### src/rtl/serial_frame_tx.sv
// serial_frame_tx: shifts out a frame onto a single idle-high line.
// The frame is a start bit, then the port field, the count field and N data
// bits, each sent MSB-first.
// Optional parity bit: define TX_PARITY_EN to append an even-parity bit
// after the data bits.
module serial_frame_tx #(
  parameter int CNT_W  = 4,
  parameter int PORT_W = 2
) (
  input  logic                  clk,
  input  logic                  rst,          // async, active low
  input  logic                  Start,
  input  logic                  BitEn,
  input  logic [PORT_W-1:0]     PortSel,
  input  logic [CNT_W-1:0]      DataCnt,
  input  logic [2**CNT_W-2:0]   DataIn,
  output logic                  SerOut,
  output logic                  SerOutValid,
  output logic                  Busy,
  output logic                  Done
);

  localparam int DW   = 2**CNT_W - 1;
  localparam int BC_W = (PORT_W > CNT_W) ? PORT_W : CNT_W;

  typedef enum logic [2:0] {
    S_IDLE,
    S_START,
    S_PORT,
    S_CNT,
    S_DATA
`ifdef TX_PARITY_EN
    , S_PAR
`endif
  } state_t;

  state_t            state_q, state_d;
  logic [PORT_W-1:0] port_sh_q, port_sh_d;
  logic [CNT_W-1:0]  cnt_sh_q, cnt_sh_d;
  logic [CNT_W-1:0]  n_q, n_d;
  logic [DW-1:0]     data_sh_q, data_sh_d;
  logic [BC_W-1:0]   bitcnt_q, bitcnt_d;
  logic              ser_q, ser_d;
  logic              vld_q, vld_d;
  logic              busy_q, busy_d;
  logic              done_q, done_d;
`ifdef TX_PARITY_EN
  logic              par_q, par_d;
`endif
  logic              end_payload;
  logic              end_frame;

  // Next-state and output logic. The field shift registers always present
  // the next bit to send at their MSB. The payload is left-aligned at
  // accept time so that bit N-1 lands at the MSB of the data register.
  always_comb begin
    state_d     = state_q;
    port_sh_d   = port_sh_q;
    cnt_sh_d    = cnt_sh_q;
    n_d         = n_q;
    data_sh_d   = data_sh_q;
    bitcnt_d    = bitcnt_q;
    ser_d       = ser_q;
    vld_d       = vld_q;
    busy_d      = busy_q;
    done_d      = 1'b0;
`ifdef TX_PARITY_EN
    par_d       = par_q;
`endif
    end_payload = 1'b0;
    end_frame   = 1'b0;

    case (state_q)
      S_IDLE: begin
        if (Start) begin
          port_sh_d = PortSel;
          cnt_sh_d  = DataCnt;
          n_d       = DataCnt;
          data_sh_d = DataIn << (DW - int'(DataCnt));
`ifdef TX_PARITY_EN
          par_d     = 1'b0;
`endif
          state_d   = S_START;
          ser_d     = 1'b0;
          busy_d    = 1'b1;
          vld_d     = 1'b0;
        end
      end
      S_START: begin
        if (BitEn) begin
          state_d   = S_PORT;
          ser_d     = port_sh_q[PORT_W-1];
          port_sh_d = port_sh_q << 1;
          bitcnt_d  = BC_W'(PORT_W - 1);
        end
      end
      S_PORT: begin
        if (BitEn) begin
          if (bitcnt_q == '0) begin
            state_d  = S_CNT;
            ser_d    = cnt_sh_q[CNT_W-1];
            cnt_sh_d = cnt_sh_q << 1;
            bitcnt_d = BC_W'(CNT_W - 1);
          end else begin
            ser_d     = port_sh_q[PORT_W-1];
            port_sh_d = port_sh_q << 1;
            bitcnt_d  = bitcnt_q - BC_W'(1);
          end
        end
      end
      S_CNT: begin
        if (BitEn) begin
          if (bitcnt_q == '0) begin
            if (n_q != '0) begin
              state_d   = S_DATA;
              ser_d     = data_sh_q[DW-1];
              data_sh_d = data_sh_q << 1;
              vld_d     = 1'b1;
              bitcnt_d  = BC_W'(n_q - CNT_W'(1));
`ifdef TX_PARITY_EN
              par_d     = par_q ^ data_sh_q[DW-1];
`endif
            end else begin
              end_payload = 1'b1;
            end
          end else begin
            ser_d    = cnt_sh_q[CNT_W-1];
            cnt_sh_d = cnt_sh_q << 1;
            bitcnt_d = bitcnt_q - BC_W'(1);
          end
        end
      end
      S_DATA: begin
        if (BitEn) begin
          if (bitcnt_q == '0) begin
            end_payload = 1'b1;
          end else begin
            ser_d     = data_sh_q[DW-1];
            data_sh_d = data_sh_q << 1;
            bitcnt_d  = bitcnt_q - BC_W'(1);
`ifdef TX_PARITY_EN
            par_d     = par_q ^ data_sh_q[DW-1];
`endif
          end
        end
      end
`ifdef TX_PARITY_EN
      S_PAR: begin
        if (BitEn) end_frame = 1'b1;
      end
`endif
      default: begin
        state_d = S_IDLE;
        ser_d   = 1'b1;
        vld_d   = 1'b0;
        busy_d  = 1'b0;
      end
    endcase

    // After the payload (or straight after the count field when N=0),
    // either send the parity bit or close the frame.
    if (end_payload) begin
`ifdef TX_PARITY_EN
      state_d = S_PAR;
      ser_d   = par_q;
      vld_d   = 1'b0;
`else
      end_frame = 1'b1;
`endif
    end

    if (end_frame) begin
      state_d = S_IDLE;
      ser_d   = 1'b1;
      vld_d   = 1'b0;
      busy_d  = 1'b0;
      done_d  = 1'b1;
    end
  end

  // State and output registers; reset abandons any partial frame.
  always_ff @(posedge clk or negedge rst) begin
    if (!rst) begin
      state_q   <= S_IDLE;
      port_sh_q <= '0;
      cnt_sh_q  <= '0;
      n_q       <= '0;
      data_sh_q <= '0;
      bitcnt_q  <= '0;
      ser_q     <= 1'b1;
      vld_q     <= 1'b0;
      busy_q    <= 1'b0;
      done_q    <= 1'b0;
`ifdef TX_PARITY_EN
      par_q     <= 1'b0;
`endif
    end else begin
      state_q   <= state_d;
      port_sh_q <= port_sh_d;
      cnt_sh_q  <= cnt_sh_d;
      n_q       <= n_d;
      data_sh_q <= data_sh_d;
      bitcnt_q  <= bitcnt_d;
      ser_q     <= ser_d;
      vld_q     <= vld_d;
      busy_q    <= busy_d;
      done_q    <= done_d;
`ifdef TX_PARITY_EN
      par_q     <= par_d;
`endif
    end
  end

  assign SerOut      = ser_q;
  assign SerOutValid = vld_q;
  assign Busy        = busy_q;
  assign Done        = done_q;

endmodule

### config.mk
export PLATFORM = sky130hd
export DESIGN_NAME = serial_frame_tx
export DESIGN_NICKNAME = d
export VERILOG_FILES = /design/src/rtl/serial_frame_tx.sv
export SDC_FILE = /design/constraint.sdc
export NUM_CORES = 1
export LEC_CHECK = 0
export BUFFER_PORTS_ARGS = -buffer_cell sky130_fd_sc_hd__buf_2
export CELL_PAD_IN_SITES_DETAIL_PLACEMENT = 1
export CELL_PAD_IN_SITES_GLOBAL_PLACEMENT = 1
export CORE_MARGIN = 2
export CORE_UTILIZATION = 43
export CTS_BUF_LIST = sky130_fd_sc_hd__clkbuf_16
export DETAILED_ROUTE_END_ITERATION = 16
export PLACE_DENSITY = 0.86
export RECOVER_POWER = 50
export SLEW_MARGIN = 20
export SYNTH_ARGS = -nofsm -noshare
export SYNTH_HDL_FRONTEND = slang
export SYNTH_SLANG_ARGS = --single-unit
### constraint.sdc
create_clock -name clk -period 4.9 [get_ports clk]
set_clock_uncertainty 0.1 [all_clocks]
set_input_delay 0.245 -clock clk [delete_from_list [all_inputs] [get_ports clk]]
set_output_delay 0.245 -clock clk [all_outputs]
set_load 0.03 [all_outputs]
**Yosys cells after proc, flatten, opt, wreduce, memory -nomap -nowiden**

Cells that the tools add are included.

- Word-level logic and storage cells: 124
- Output and inout port bits: 4
- Flip-flop bits (word level): 36
- Input port bits: 25

- Add/sub/neg operators: 3
- Reduce and logical (&&, ||, !) cells: 18
- Shifts and indexed selects: 1
- Multiplexer cells: 63
- Equal/unequal tests: 29

Operators with widths:

| kind | count |
|---|---|
| 15-bit two-way mux | 6 |
| 4-bit two-way mux | 13 |
| 15-bit one-hot mux with 3 select lines | 1 |
| 15-bit by 32-bit << shifter with 15-bit output | 1 |
| 3-bit != test, second input constant | 10 |
| 3-bit two-way mux | 8 |
| 2-bit != test, second input constant | 12 |
| 1-bit two-way mux | 23 |
| 7-bit AND reduction | 3 |
| 4-bit one-hot mux with 4 select lines | 1 |
| 3-bit one-hot mux with 5 select lines | 1 |
| 4-bit one-hot mux with 3 select lines | 1 |
| 5-bit AND reduction | 2 |
| 3-bit nonzero test | 3 |
| 2-bit two-way mux | 4 |
| 8-bit AND reduction | 1 |
| 4-bit nonzero test | 2 |
| 4-bit by 1-bit subtractor with 4-bit output, second input constant | 2 |
| 3-bit by 2-bit == test with 1-bit output, second input constant | 2 |
| 2-bit one-hot mux with 3 select lines | 1 |
| 6-bit AND reduction | 1 |
| 1-bit one-hot mux with 5 select lines | 1 |
| 4-bit by 4-bit subtractor with 5-bit output, first input constant | 1 |
| 4-bit logical NOT | 1 |
| other kinds (10) | 13 |

**Logic depth before layout (Yosys ltp)**

- Depth after elaboration: 8
- Depth in mapped cells: 8
- Mapped depth without buffers: 7

**Worst setup path before layout**

Ideal clock, no wire load.

- Kind: register to register
- From: register bitcnt_q[0]
- To: register port_sh_q[0]
- Cell stages (with the launch flop): 8
- Buffers on the path: 0
- Data arrival time: 1743 ps
- Library setup time: 125 ps
- Clock period less this slack: 1967 ps
- Setup slack: 2933 ps
- Cells stage by stage: dfrtp_1 -> inv_1 -> ha_1 -> nor3b_4 -> nand2b_1 -> mux2i_1 -> a31oi_1 -> mux2_2

- Cells in the longest elaborated chain, start to end: 3

Ends and longest elaborated chain:

| what | RTL line | RTL |
|---|---|---|
| from (decl) | 42 | `logic [BC_W-1:0] bitcnt_q, bitcnt_d;` |
| from (signal assigned) | 203 | `bitcnt_q <= bitcnt_d;` |
| 4-bit logical NOT | 99 | `if (bitcnt_q == '0) begin` |
| 2-bit != test (no line) | n/a |  |
| 5-bit AND reduction (no line) | n/a |  |
| to (signal assigned) | 199 | `port_sh_q <= port_sh_d;` |
| to (decl) | 38 | `logic [PORT_W-1:0] port_sh_q, port_sh_d;` |

No other way between the ends.
A chain may end at the register's enable or synchronous reset.

**Worst setup path in the final report**

- From: register state_q[0]
- To: register data_sh_q[9]

- Cells in the longest elaborated chain, start to end: 3

Ends and longest elaborated chain:

| what | RTL line | RTL |
|---|---|---|
| from (decl) | 37 | `state_t state_q, state_d;` |
| from (signal assigned) | 198 | `state_q <= state_d;` |
| 3-bit by 2-bit == test with 1-bit output (tied with other cells) | 73 | `case (state_q)` |
| 2-bit != test (no line) or 3-bit nonzero test (tied branches) | n/a |  |
| 7-bit AND reduction (no line) | n/a |  |
| to (signal assigned) | 202 | `data_sh_q <= data_sh_d;` |
| to (decl) | 41 | `logic [DW-1:0] data_sh_q, data_sh_d;` |

Parallel ways exist; a longest one is shown, timed or not.

==> impl_metrics.env <==
export IMPL_clock_path_buffers=2
export IMPL_cp_endpoint="data_sh_q[9]$_DFFE_PN0P_"
export IMPL_crit_chain="nand3b_1, nor3_2, a211o_1, o311ai_1, o22a_1"
export IMPL_synth_nets=312
export IMPL_via_per_inst=5.97
export IMPL_crit_family="compound AO/OA/AOI/OAI gates"
export IMPL_cts_buffers=5
export IMPL_insertion_delay_ns=0.28
export IMPL_dieHeight_um=82.4
export IMPL_ys_seq_elements=36
export IMPL_drt_first_iter_violations=190
export IMPL_worstPathArrival_ns=2.97
export IMPL_num_io_pins=29
export IMPL_port_buffers=28
export IMPL_synth_cell_types=59
export IMPL_rsz0062_at_grt="false"
export IMPL_antenna_left=0
export IMPL_crit_fanout=30
export IMPL_syn_inst=284
export IMPL_mostFrequentLayoutCells="dfrtp_1 (35), nand2_1 (35), buf_2 (23)"
export IMPL_cap_violations=1
export IMPL_routed_wl_um=6540
export IMPL_core_rowCount=28
export IMPL_die_x_um=82.4
export IMPL_grt_start_max_net_pins=37
export IMPL_synthFlopType="dfrtp_1"
export IMPL_syn_avg_cell_area_um2=9.31
export IMPL_clk_pin_slew_ns=0.06
export IMPL_drive_above_1_share_pct=19.8
export IMPL_worstSetupEndpointType="flip-flop"
export IMPL_cp_slowest_stage_delay_ns=0.92
export IMPL_hpwlAfterDp_um=4720
export IMPL_worstHoldStart="PortSel[1]"
export IMPL_reg2reg_depth=5
export IMPL_peakVddDrop_v=0.000201
export IMPL_async_flop_share_pct=100
export IMPL_fin_crit_sh_pct=59.3
export IMPL_grt_ovfl_total=0
export IMPL_period_needed_ns=2.91
export IMPL_cts_resized=0
export IMPL_detail_route_wl_per_cell_um=17.5
export IMPL_tns_ns=0
export IMPL_cp_slowest_cell="dfrtp_1"
export IMPL_place_congestion=0.831
export IMPL_dieArea_um2=6790
export IMPL_power_mw=1.62
export IMPL_vias=2226
export IMPL_area_delta_synth_final_pct=9.28
export IMPL_cts_sinks=36
export IMPL_n_antenna_cell=0
export IMPL_reg2reg_slack_ns=1.99
export IMPL_grt_antenna_before_repair=0
export IMPL_cts_htree_levels=2
export IMPL_synth_area_um2=2640
export IMPL_fin_nets=325
export IMPL_min_path_type="in -> reg"
export IMPL_power_density_nw_per_um2=562
export IMPL_route_detailed_drc=0
export IMPL_tightest_slew_ns=2.01
export IMPL_fmax_mhz=344
export IMPL_required_ns=4.97
export IMPL_final_hold_viol_count=0
export IMPL_yosys_warnings=0
export IMPL_initial_core_util_pct=44.7
export IMPL_firstDrtPassIters=4
export IMPL_cts_tree="yes"
export IMPL_synth_edf_count=0
export IMPL_r2r_start="state_q[0]$_DFFE_PN0P_"
export IMPL_path_class="reg -> reg"
export IMPL_core_um2=5920
export IMPL_violations="max-capacitance violations, max-slew violations"
export IMPL_power_leakage_nw=1.23
export IMPL_grt_pass1_wl_um=11100
export IMPL_r2r_end="data_sh_q[9]$_DFFE_PN0P_"
export IMPL_grt_usage_pct=21.4
export IMPL_startpoint="state_q[0]$_DFFE_PN0P_"
export IMPL_maxSlewViolCount=37
export IMPL_grt_pass1_vias=2236
export IMPL_crit_buf_inv=0
export IMPL_relSlewSlack_pct=-33.9
export IMPL_setup_violations=0
export IMPL_seq_area_frac_synth_pct=34.1
export IMPL_critical_path_depth=5
export IMPL_start_kind="flip-flop"
export IMPL_cts_root_buf="clkbuf_16"
export IMPL_status="finished with violations"
[cell families after synthesis]
logic type	after synthesis	share of synthesized area [%]
mux	30	14.8
flops	36	34.1
compound gates	85	22.3
buf+inv	35	6.67
fa+ha+maj	3	1.42
xor+xnor	5	1.66
simple gates	90	19.1
[metrics by stage]
| step | cells | hold WS [ns] | cell area (um^2) | setup WS, ns | util [%] |
|---|---|---|---|---|---|
| floorplan | 284 | -0.151 | 2640 | 2.93 | - |
| global placement | 364 | 0.272 | 2750 | 2.18 | 46.4 |
| detailed placement | 364 | 0.288 | 2750 | 2.12 | 46.4 |
| CTS | 373 | 0.188 | 2900 | 2.06 | 48.9 |
| global route | 373 | 0.199 | 2890 | 1.78 | 48.8 |
| finish | 373 | 0.170 | 2890 | 1.99 | 48.8 |
[how the worst min path moves through the flow]
| stage | cells past startpoint | to | slack, ns |
|---|---|---|---|
| 3_5_place_dp | 1 | bitcnt_q[1]$_DFFE_PN0P_ | 0.29 |
| 3_3_place_gp | 1 | bitcnt_q[2]$_DFFE_PN0P_ | 0.27 |
| 4_1_cts | 3 | port_sh_q[1]$_DFFE_PN0P_ | 0.19 |
| 2_1_floorplan | 0 | Busy$_DFFE_PN0P_ | -0.15 |
| 5_1_grt | 3 | port_sh_q[1]$_DFFE_PN0P_ | 0.20 |
| 6_report | 3 | port_sh_q[1]$_DFFE_PN0P_ | 0.17 |
[cell type report]
cell class / count / area [um^2]
well taps: 75 / 93.8
clock inverters: 3 / 13.8
repair buffers: 29 / 144
multi-input cells: 213 / 1570
clock buffers: 5 / 125
flip-flops and latches: 36 / 902
fillers: 687 / 3030
inverters: 12 / 45.0
[per-layer routing]
| metal | vias to the layer above | wire [um] | global-route usage, % |
|---|---|---|---|
| met5 | - | 0 | 0 |
| met2 | 55 | 3030 | 33.9 |
| met4 | 0 | 70 | 4.83 |
| li1 | 1069 | - | - |
| met1 | 1095 | 3180 | 31.3 |
| met3 | 7 | 261 | 2.83 |
[worst min-delay path, stage by stage]
cell and delay, ns:
buf_2 0.08, mux2i_1 0.06, mux2i_1 0.12
[registers in the layout, indices dropped and copies added (netlist names)]
| signal | count |
|---|---|
| SerOut | 1 |
| cnt_sh_q | 4 |
| state_q | 3 |
| data_sh_q | 15 |
| bitcnt_q | 4 |
| SerOutValid | 1 |
| Busy | 1 |
| n_q | 4 |
| Done | 1 |
| port_sh_q | 2 |
[cell usage after synthesis, types with 4 or more instances]
cell type | n | area, um^2
dfrtp_1 | 35 | 876
nand2_1 | 35 | 131
nor2_1 | 19 | 71.3
a21oi_1 | 18 | 90.1
buf_2 | 12 | 60.1
inv_1 | 12 | 45.0
mux2_2 | 12 | 135
mux2i_1 | 12 | 120
a31oi_1 | 10 | 62.6
o21ai_0 | 9 | 45.0
a21o_1 | 6 | 45.0
mux4_2 | 6 | 135
nand3_1 | 6 | 30.0
a22oi_1 | 5 | 37.5
a2bb2oi_1 | 5 | 43.8
clkbuf_1 | 5 | 18.8
buf_4 | 4 | 30.0
nor3_1 | 4 | 20.0
o22ai_1 | 4 | 25.0
xnor2_1 | 4 | 35.0
[timing repair]
| item | CTS | global route |
|---|---|---|
| endpoints found under the hold margin | 1 | 0 |
| hold buffers | 1 | 0 |
| buffers inserted | 0 | 0 |
[report_power, final]
part	switching (mW)	internal (mW)
clock network	0.120	0.185
logic	0.417	0.333
registers	0.142	0.428
Note: power is estimated with default switching activity, not from simulation.
